**src/rtl/load_store_unit_if.sv**
```systemverilog
// Request/response and memory-side signal bundle for load_store_unit.
//   slave  : the load/store unit's view (drives req_ready, resp_*, mem_* drive;
//            samples req_* and mem_rdata).
//   master : the CPU plus data-memory environment's view (the reverse).
interface load_store_unit_if;
  logic        req_valid;
  logic        req_ready;
  logic        req_we;
  logic [1:0]  req_size;
  logic        req_unsigned;
  logic [31:0] req_addr;
  logic [31:0] req_wdata;
  logic        resp_valid;
  logic [31:0] resp_rdata;
  logic        resp_err;
  logic        mem_wr_en;
  logic        mem_rd_en;
  logic [31:0] mem_addr;
  logic [31:0] mem_wdata;
  logic [31:0] mem_rdata;

  modport slave (
    input  req_valid, req_we, req_size, req_unsigned, req_addr, req_wdata, mem_rdata,
    output req_ready, resp_valid, resp_rdata, resp_err,
           mem_wr_en, mem_rd_en, mem_addr, mem_wdata
  );

  modport master (
    output req_valid, req_we, req_size, req_unsigned, req_addr, req_wdata, mem_rdata,
    input  req_ready, resp_valid, resp_rdata, resp_err,
           mem_wr_en, mem_rd_en, mem_addr, mem_wdata
  );
endinterface

```
**src/rtl/load_store_unit.sv**
```systemverilog
// Load/store unit: accepts one CPU byte/half/word load or store at a time and
// runs it against a word-addressed data memory of MEM_WORDS 32-bit words.
// Sub-word stores are done as read-modify-write. Illegal requests (size 11 or
// word index out of range) return an error response without touching memory.
// Ports:
//   clk    - clock, rising edge
//   reset  - synchronous, active-high
//   bus    - load_store_unit_if.slave: req_* handshake, resp_* completion,
//            mem_* memory drive, mem_rdata combinational read data
// Build option: define LSU_MISALIGN_TRAP_EN to make misaligned half/word
// accesses illegal; otherwise they are aligned down silently.
module load_store_unit #(
  parameter int unsigned MEM_WORDS = 32
) (
  input logic             clk,
  input logic             reset,
  load_store_unit_if.slave bus
);

  typedef enum logic [2:0] {IDLE, RD, RMW_RD, WR, RESP} state_t;

  state_t      r_state, w_next;
  logic        r_we;
  logic [1:0]  r_size;
  logic        r_uns;
  logic [31:0] r_addr;
  logic [31:0] r_wdata;
  logic [31:0] r_word;
  logic [31:0] r_rdata;
  logic        r_err;

  logic        w_accept;
  logic        w_illegal;
  logic [31:0] w_addr_al;
  logic [31:0] w_lane;
  logic [31:0] w_load_ext;
  logic [31:0] w_merged;

  assign w_accept = (r_state == IDLE) && bus.req_valid;

  // Legality and address alignment are resolved at accept time so the latched
  // address is already the one used for the access.
  always_comb begin
    w_addr_al = bus.req_addr;
    w_illegal = (bus.req_size == 2'b11) ||
                ({2'b00, bus.req_addr[31:2]} >= MEM_WORDS);
`ifdef LSU_MISALIGN_TRAP_EN
    if ((bus.req_size == 2'b01 && bus.req_addr[0]) ||
        (bus.req_size == 2'b10 && bus.req_addr[1:0] != 2'b00))
      w_illegal = 1'b1;
`else
    if (bus.req_size == 2'b01) w_addr_al[0]   = 1'b0;
    if (bus.req_size == 2'b10) w_addr_al[1:0] = 2'b00;
`endif
  end

  // Load lane select: shift the addressed byte/half down to bit 0, then extend.
  always_comb begin
    w_lane = bus.mem_rdata >> {r_addr[1:0], 3'b000};
    case (r_size)
      2'b00:   w_load_ext = r_uns ? {24'h0, w_lane[7:0]}
                                  : {{24{w_lane[7]}}, w_lane[7:0]};
      2'b01:   w_load_ext = r_uns ? {16'h0, w_lane[15:0]}
                                  : {{16{w_lane[15]}}, w_lane[15:0]};
      default: w_load_ext = bus.mem_rdata;
    endcase
  end

  // Store merge: replace only the addressed lanes of the word read in RMW_RD.
  always_comb begin
    w_merged = r_word;
    case (r_size)
      2'b00:   w_merged[{r_addr[1:0], 3'b000} +: 8]  = r_wdata[7:0];
      2'b01:   w_merged[{r_addr[1], 4'b0000} +: 16]  = r_wdata[15:0];
      default: w_merged = r_wdata;
    endcase
  end

  always_ff @(posedge clk) begin
    if (reset) r_state <= IDLE;
    else       r_state <= w_next;
  end

  always_comb begin
    w_next         = r_state;
    bus.req_ready  = 1'b0;
    bus.mem_rd_en  = 1'b0;
    bus.mem_wr_en  = 1'b0;
    bus.mem_addr   = '0;
    bus.mem_wdata  = '0;
    bus.resp_valid = 1'b0;
    bus.resp_err   = 1'b0;
    bus.resp_rdata = '0;
    case (r_state)
      IDLE: begin
        bus.req_ready = 1'b1;
        if (bus.req_valid) begin
          if (w_illegal)                 w_next = RESP;
          else if (!bus.req_we)          w_next = RD;
          else if (bus.req_size == 2'b10) w_next = WR;
          else                           w_next = RMW_RD;
        end
      end
      RD: begin
        bus.mem_rd_en = 1'b1;
        bus.mem_addr  = {2'b00, r_addr[31:2]};
        w_next        = RESP;
      end
      RMW_RD: begin
        bus.mem_rd_en = 1'b1;
        bus.mem_addr  = {2'b00, r_addr[31:2]};
        w_next        = WR;
      end
      WR: begin
        bus.mem_wr_en = 1'b1;
        bus.mem_addr  = {2'b00, r_addr[31:2]};
        bus.mem_wdata = w_merged;
        w_next        = RESP;
      end
      RESP: begin
        bus.resp_valid = 1'b1;
        bus.resp_err   = r_err;
        bus.resp_rdata = r_rdata;
        w_next         = IDLE;
      end
      default: w_next = IDLE;
    endcase
  end

  always_ff @(posedge clk) begin
    if (reset) begin
      r_we    <= 1'b0;
      r_size  <= '0;
      r_uns   <= 1'b0;
      r_addr  <= '0;
      r_wdata <= '0;
      r_word  <= '0;
      r_rdata <= '0;
      r_err   <= 1'b0;
    end else begin
      if (w_accept) begin
        r_we    <= bus.req_we;
        r_size  <= bus.req_size;
        r_uns   <= bus.req_unsigned;
        r_addr  <= w_addr_al;
        r_wdata <= bus.req_wdata;
        r_rdata <= '0;
        r_err   <= w_illegal;
      end
      if (r_state == RD)     r_rdata <= w_load_ext;
      if (r_state == RMW_RD) r_word  <= bus.mem_rdata;
    end
  end

endmodule

```
**src/flat_wrapper.sv**
```systemverilog
// flat-port wrapper written by rule: the top's interface ports become plain ports
module load_store_unit_flat 
#(
  parameter int unsigned MEM_WORDS = 32
)
  (clk, reset, bus_req_valid, bus_req_we, bus_req_size, bus_req_unsigned, bus_req_addr, bus_req_wdata, bus_mem_rdata, bus_req_ready, bus_resp_valid, bus_resp_rdata, bus_resp_err, bus_mem_wr_en, bus_mem_rd_en, bus_mem_addr, bus_mem_wdata);
  load_store_unit_if bus_i ();
  input logic clk;
  input logic reset;
  input wire logic [$bits(bus_i.req_valid)-1:0] bus_req_valid;
  input wire logic [$bits(bus_i.req_we)-1:0] bus_req_we;
  input wire logic [$bits(bus_i.req_size)-1:0] bus_req_size;
  input wire logic [$bits(bus_i.req_unsigned)-1:0] bus_req_unsigned;
  input wire logic [$bits(bus_i.req_addr)-1:0] bus_req_addr;
  input wire logic [$bits(bus_i.req_wdata)-1:0] bus_req_wdata;
  input wire logic [$bits(bus_i.mem_rdata)-1:0] bus_mem_rdata;
  output wire logic [$bits(bus_i.req_ready)-1:0] bus_req_ready;
  output wire logic [$bits(bus_i.resp_valid)-1:0] bus_resp_valid;
  output wire logic [$bits(bus_i.resp_rdata)-1:0] bus_resp_rdata;
  output wire logic [$bits(bus_i.resp_err)-1:0] bus_resp_err;
  output wire logic [$bits(bus_i.mem_wr_en)-1:0] bus_mem_wr_en;
  output wire logic [$bits(bus_i.mem_rd_en)-1:0] bus_mem_rd_en;
  output wire logic [$bits(bus_i.mem_addr)-1:0] bus_mem_addr;
  output wire logic [$bits(bus_i.mem_wdata)-1:0] bus_mem_wdata;
  assign bus_i.req_valid = bus_req_valid;
  assign bus_i.req_we = bus_req_we;
  assign bus_i.req_size = bus_req_size;
  assign bus_i.req_unsigned = bus_req_unsigned;
  assign bus_i.req_addr = bus_req_addr;
  assign bus_i.req_wdata = bus_req_wdata;
  assign bus_i.mem_rdata = bus_mem_rdata;
  assign bus_req_ready = bus_i.req_ready;
  assign bus_resp_valid = bus_i.resp_valid;
  assign bus_resp_rdata = bus_i.resp_rdata;
  assign bus_resp_err = bus_i.resp_err;
  assign bus_mem_wr_en = bus_i.mem_wr_en;
  assign bus_mem_rd_en = bus_i.mem_rd_en;
  assign bus_mem_addr = bus_i.mem_addr;
  assign bus_mem_wdata = bus_i.mem_wdata;
  load_store_unit #(.MEM_WORDS(MEM_WORDS)) u_core (.clk(clk), .reset(reset), .bus(bus_i));
endmodule
```
**config.mk**
```make
export PLATFORM = sky130hd
export DESIGN_NAME = load_store_unit_flat
export DESIGN_NICKNAME = d
export VERILOG_FILES = /design/src/rtl/load_store_unit_if.sv /design/src/rtl/load_store_unit.sv /design/src/flat_wrapper.sv
export SDC_FILE = /design/constraint.sdc
export NUM_CORES = 1
export LEC_CHECK = 0
export CORE_MARGIN = 2
export CORE_UTILIZATION = 58
export CTS_CLUSTER_DIAMETER = 150
export CTS_CLUSTER_SIZE = 28
export DETAILED_ROUTE_END_ITERATION = 10
export DONT_BUFFER_PORTS = 1
export HOLD_SLACK_MARGIN = 0.15
export PLACE_DENSITY = 0.76
export SLEW_MARGIN = 30
export SYNTH_ARGS = -nofsm -noshare
export SYNTH_HDL_FRONTEND = slang
export SYNTH_SLANG_ARGS = --single-unit
```
**constraint.sdc**
```tcl
create_clock -name clk -period 2.7 [get_ports clk]
set_clock_uncertainty 0.15 [all_clocks]
set_input_delay 0.27 -clock clk [delete_from_list [all_inputs] [get_ports clk]]
set_output_delay 0.27 -clock clk [all_outputs]
set_load 0.03 [all_outputs]
```
Word level (Yosys, flattened, before mapping)
Cells that the tools add are included.
Word-level totals
  flip-flop bits (word level): 135
  bits of input ports: 103
  output and inout bits: 101
  word-level logic and storage cells: 56
Operators by class
  add/subtract/negate cells: 2
  magnitude comparators: 1
  eq/ne operators: 9
  shifts and indexed selects: 5
  multiplexer cells: 23
  reductions and logical operators: 8
Operators by type and width (count)
  $mux W32: 6
  $pmux W32 S2: 2
  $bwmux W32: 2
  $shift A16 B7 Y32 const A: 1
  $shift A8 B7 Y32 const A: 1
  $shiftx A16 B7 Y32: 1
  $shiftx A8 B7 Y32: 1
  $shr A32 B5 Y16: 1
  $ge A30 B6 Y1 const B: 1
  $mux W30: 1
  $neg A5 Y7: 2
  $mux W3: 3
  $pmux W3 S3: 1
  $mux W1: 7
  $eq A3 B2 Y1 const B: 2
  $eq A2 B1 Y1 const B: 2
  $eq A2 B2 Y1 const B: 2
  $reduce_or A2 Y1: 2
  $eq A3 B1 Y1 const B: 1
  $eq A3 B3 Y1 const B: 1
  $logic_not A3 Y1: 1
  $reduce_or A3 Y1: 1
  $logic_not A2 Y1: 1
  $mux W2: 1
  4 further kinds: 4

Logic depth before layout (Yosys ltp)
Gate-level depths: netlist (run 1).
  depth in word-level cells: 6
  gate-level depth with buffers: 10
  mapped depth without buffers: 6

Worst setup path after synthesis (run 1)
OpenSTA, ideal clock, no wires.
  path kind: flip-flop to output port
  from: register u_core.r_addr[0]
  to: output bus_mem_wdata[24]
  arrival time: 2659 ps
  data required time: 2280 ps
  setup slack: -379 ps
  stages on the path, launching flop included: 11
  buffers on the path: 4
  path through: dfxtp_1 buf_2 buf_2 buf_2 inv_1 ha_1 nor4bb_1 buf_2 a221oi_1 a211o_1 a21oi_1
Between the ends
  word-level cells in the longest chain between the ends: 5
  elaborated cells on any way between the ends: 6
  those cells by class: add/sub (1); shift (2); mux (3)
RTL lines
  start: declaration: RTL line load_store_unit.sv:26  | logic [31:0] r_addr;
  start signal: assignment: RTL line load_store_unit.sv:145  | r_addr <= w_addr_al;
  $neg A5 Y7 (*): RTL line load_store_unit.sv:73  | 2'b00: w_merged[{r_addr[1:0], 3'b000} +: 8] = r_wdata[7:0];
  $shiftx A8 B7 Y32 or $shift A8 B7 Y32 (tied branches): RTL line load_store_unit.sv:73
  $bwmux W32 (*): RTL line load_store_unit.sv:73
  $pmux W32 S2 (*): RTL line load_store_unit.sv:72  | case (r_size)
  $mux W32 (*): RTL line load_store_unit.sv:94  | case (r_state)
  end: declaration: RTL line flat_wrapper.sv:24  | output wire logic [$bits(bus_i.mem_wdata)-1:0] bus_mem_wdata;
Every way passes the cells marked *; elsewhere a longest branch is shown, timed or not.

Worst setup path after layout (run 1)
  from: register u_core.r_addr[0]
  to: output bus_mem_wdata[11]
Same word-level chain as after synthesis.

==> results of run 1 <==
==> repair_timing <==
action,4_1_cts,5_1_grt
setup endpoints to repair,26,31
pin swaps,5,15
resized for setup,5,19
hold buffers,110,0
buffers inserted,2,4
endpoints found under the hold margin,135,0
==> state kept, by name, summed over array words and instances (netlist names) <==
name            count
u_core.r_word      32
u_core.r_addr      32
u_core.r_rdata     32
u_core.r_size       2
u_core.r_uns        1
u_core.r_wdata     32
u_core.r_state      3
u_core.r_err        1
==> layout make-up <==
cell class	count	area, um2	share of cell area, %
Clock inverter	14	175.2	1.952
Multi-Input combinational cell	664	3895	43.40
Clock buffer	18	439.2	4.894
Inverter	13	56.30	0.6274
Sequential cell	135	2711	30.21
Tap cell	143	178.9	1.994
Timing Repair Buffer	160	1518	16.91
==> cell usage in the layout, fill, tap and decap left out, types with 14 or more instances in the layout <==
cell type and n:
nand3b_1 15, dfxtp_1 132, a22oi_1 24, buf_4 46, a21oi_1 125, mux2i_1 14
nor2_1 30, clkbuf_16 17, dlygate4sd3_1 109, nand2_1 220, and3_1 33, a221oi_1 20
and2_1 32
==> worst paths after layout <==
check / slack [ns] / cells after the start / start / end
worst max-delay path: 0.002 / 7 / u_core.r_addr[0] / bus_mem_wdata[11]
worst min-delay path: 0.10 / 2 / reset / u_core.r_wdata[20]
worst max register to register: 0.21 / 8 / u_core.r_addr[1] / u_core.r_rdata[5]
worst min register to register: 0.30 / 2 / u_core.r_addr[24] / u_core.r_addr[24]
==> worst register-to-register path: cells and delay by family, from the launching register on <==
family          cells  cell delay, ns
compound gates      4            0.70
buf+inv             4            1.14
flops               1            0.37
==> power groups by stage <==
stage               clock network (W)  logic, W  registers, W
floorplan                           0  0.000324       0.00213
global placement                    0  0.000344       0.00215
detailed placement                  0  0.000360       0.00215
CTS                           0.00240  0.000545       0.00211
global route                  0.00251  0.000617       0.00212
finish                        0.00241  0.000576       0.00211
==> through the flow <==
stage | total power, W | setup TNS, ns | cell area, um2 | util [%] | worst slack (ns)
6_report | 0.005095 | 0 | 8974 | 78.59 | 0.001668
5_1_grt | 0.005243 | -0.4363 | 8974 | 78.59 | -0.07454
4_1_cts | 0.005055 | 0 | 8872 | 77.70 | 0.003159
3_5_place_dp | 0.002508 | 0 | 7106 | 62.23 | 0.3150
3_3_place_gp | 0.002489 | 0 | 7106 | 62.23 | 0.3515
2_1_floorplan | 0.002449 | 0 | 6948 | - | 0.004529
==> cell usage after synthesis (2+ instances only) <==
cell type    n
a211o_1      8
a211oi_1     8
a21oi_1    133
a221oi_1    23
a222oi_1     8
a22o_1       8
a22oi_1     24
and2_1      33
and3_1      33
buf_1        4
buf_2       26
buf_4        4
buf_6        2
clkbuf_1    45
dfxtp_1    135
ha_1         5
inv_1       13
mux2i_1     14
nand2_1    221
nand2b_1    12
nand3_1      9
nand3b_1    15
nand4_1      2
nor2_1      31
nor2_2       2
nor2b_1      2
nor3_1       8
nor3b_1      3
nor4_1       5
o2111ai_1    6
o211ai_1     6
o21ai_0      7
o21ai_1     12
o221ai_1     2
==> logic make-up (layout without fill, tap and decap cells) <==
group,after synthesis,count (layout),share of synthesized area [%]
AOI/OAI and AO/OA,255,255,24.11
adders and majority gates,5,5,0.9189
buffers and inverters,94,205,6.102
DFF,135,135,39.70
muxes,14,14,2.058
other,1,2,0.05508
and+or+nand+nor,388,388,27.05
==> metal layers <==
metal  wire (um)  part of all wire (%)  up-vias  GRT usage (%)
li1            -                     -     3340              -
met1        9130                    38     3454          44.38
met2       11440                    48      396          61.45
met3        2220                   9.4       81          10.15
met4         948                   4.0        0          17.48
met5           0                     0        -              0
==> summary.txt, run 1 <==
STA
  – Fin Hold WS: 0.1034 ns
  – Fmax: 370.6 MHz
  – Slew Viols, Final: 0
  – Final setup violation count: 0
  – Worst slew pin tran: about 0.72 ns
  – Relative slew slack: a little over half
  – Final hold violation count: 0
  – Unrepaired setup endpoints after global routing: true
  – Fin crit period: between 2 and 3 ns
  – Final Cycle Share: 99.94%

Routing
  – Via count: a little over 7000
  – Routed Antenna Nets: 0
  – Initial DRT Pass Iterations: 8
  – First-iteration detailed-routing DRC count: roughly 860
  – Remaining DRCs: 0
  – WL final: 23740 um
  – WL/cell: 20.70 um
  – Vias per Instance: 6.339

Finish
  – Share of cells above drive strength 1: between 10% and 20%
  – Layout Cells excl Fill: ~1100
  – Fillers: 768
  – Final nets: about 1100
  – Antenna cells: 0
  – Area Growth Syn to Fin: 31.81%

Power
  – Seq pwr share: about two fifths
  – Clk pwr share: approximately 47%
  – P_int: 0.003775 W
  – Combinational share of power: around 11%
  – Sw Ratio: 25.91%
  – Net Sw Power: 0.001320 W
  – Max IR drop VDD: 0.5076 mV
  – Power Density: around 570 nW/um2
  – Leakage power total: about 3.3 nW

Floorplanning
  – # rows: 39
  – Die Y: 112.3 um
  – Die width: 112.3 um
  – Die area: 12620 um2
  – Io pins: about 200
  – Core area: 11420 um2
  – Initial core utilization: ~60%

Synthesis
  – Synth Cell Area: about 6800 um2
  – Async SR Flop Fraction: 0%
  – #FFs+latches synth: approximately 140
  – Gate Count Post-Synth: roughly 900
  – Ys Warns: 0
  – Synth Flop Type: dfxtp_1
  – Post-synth EDFFs: 0
  – Synth area leader: dfxtp_1
  – Syn avg cell area: ~7.6 um2
  – Synth cell types: 57
  – Yosys top cell area share: 39.70%
  – Register area share after synthesis: between 30% and 40%
  – Top cells by area, synth: dfxtp_1 (40%), nand2_1 (12%), a21oi_1 (9.8%), and2_1 (3.0%), and3_1 (3.0%)

Critical path
  – Slowest stage cell on the critical path: a222oi_1
  – Crit path max fanout: 7
  – Arrival time worst endpoint: 2.28 ns
  – Top delay family on crit path: compound AO/OA/AOI/OAI gates
  – CP max stage delay: approximately 0.40 ns
  – Startpoint types: register
  – Crit end category: primary output
  – Worst-path cell chain: inv_4 -> ha_4 -> and4b_2 -> a22o_1 -> a222oi_1 -> nor2_1 -> buf_4
  – Required time of the critical path: ~2.3 ns
  – Buf+Inv Stages, Crit Path: 2
  – CP Class: register to primary output

Global route
  – Vias in the first global route: 7113
  – Pin count of the biggest net entering global routing: between 100 and 150
  – Total Routing Usage GR: 36.92%
  – First-pass GRT wire length: 36820 um
  – Initial antenna violation count: 0
  – GR Overflow Total: 0

Run
  – Number of max-cap violations: 0

CTS
  – CTS max path bufs: 2
  – CTS tree: yes
  – Root Driver: clkbuf_16
  – Clock Latency Late Sink: about 0.43 ns
  – Num CTS Buffers: 17
  – CTS Sinks: 135
  – H-tree depth: 4
  – Worst-path clk slew: 0.06 ns

Placed design
  – PortBufs: 0
  – GPL Wtd Cong: ~0.94
  – Placed insts: between 900 and 1000
  – DPL Wire Length: roughly 14000 um

Status
  – Status: completed

Min path
  – Tightest Hold Check Type: input port to register
Note: power is estimated with default switching activity, not from simulation.
==> run 2: changes to the inputs <==
- CAP_MARGIN: not set -> 20
==> results of run 2 <==
No change in the layout: final DEF, timing and power equal those of run 1.
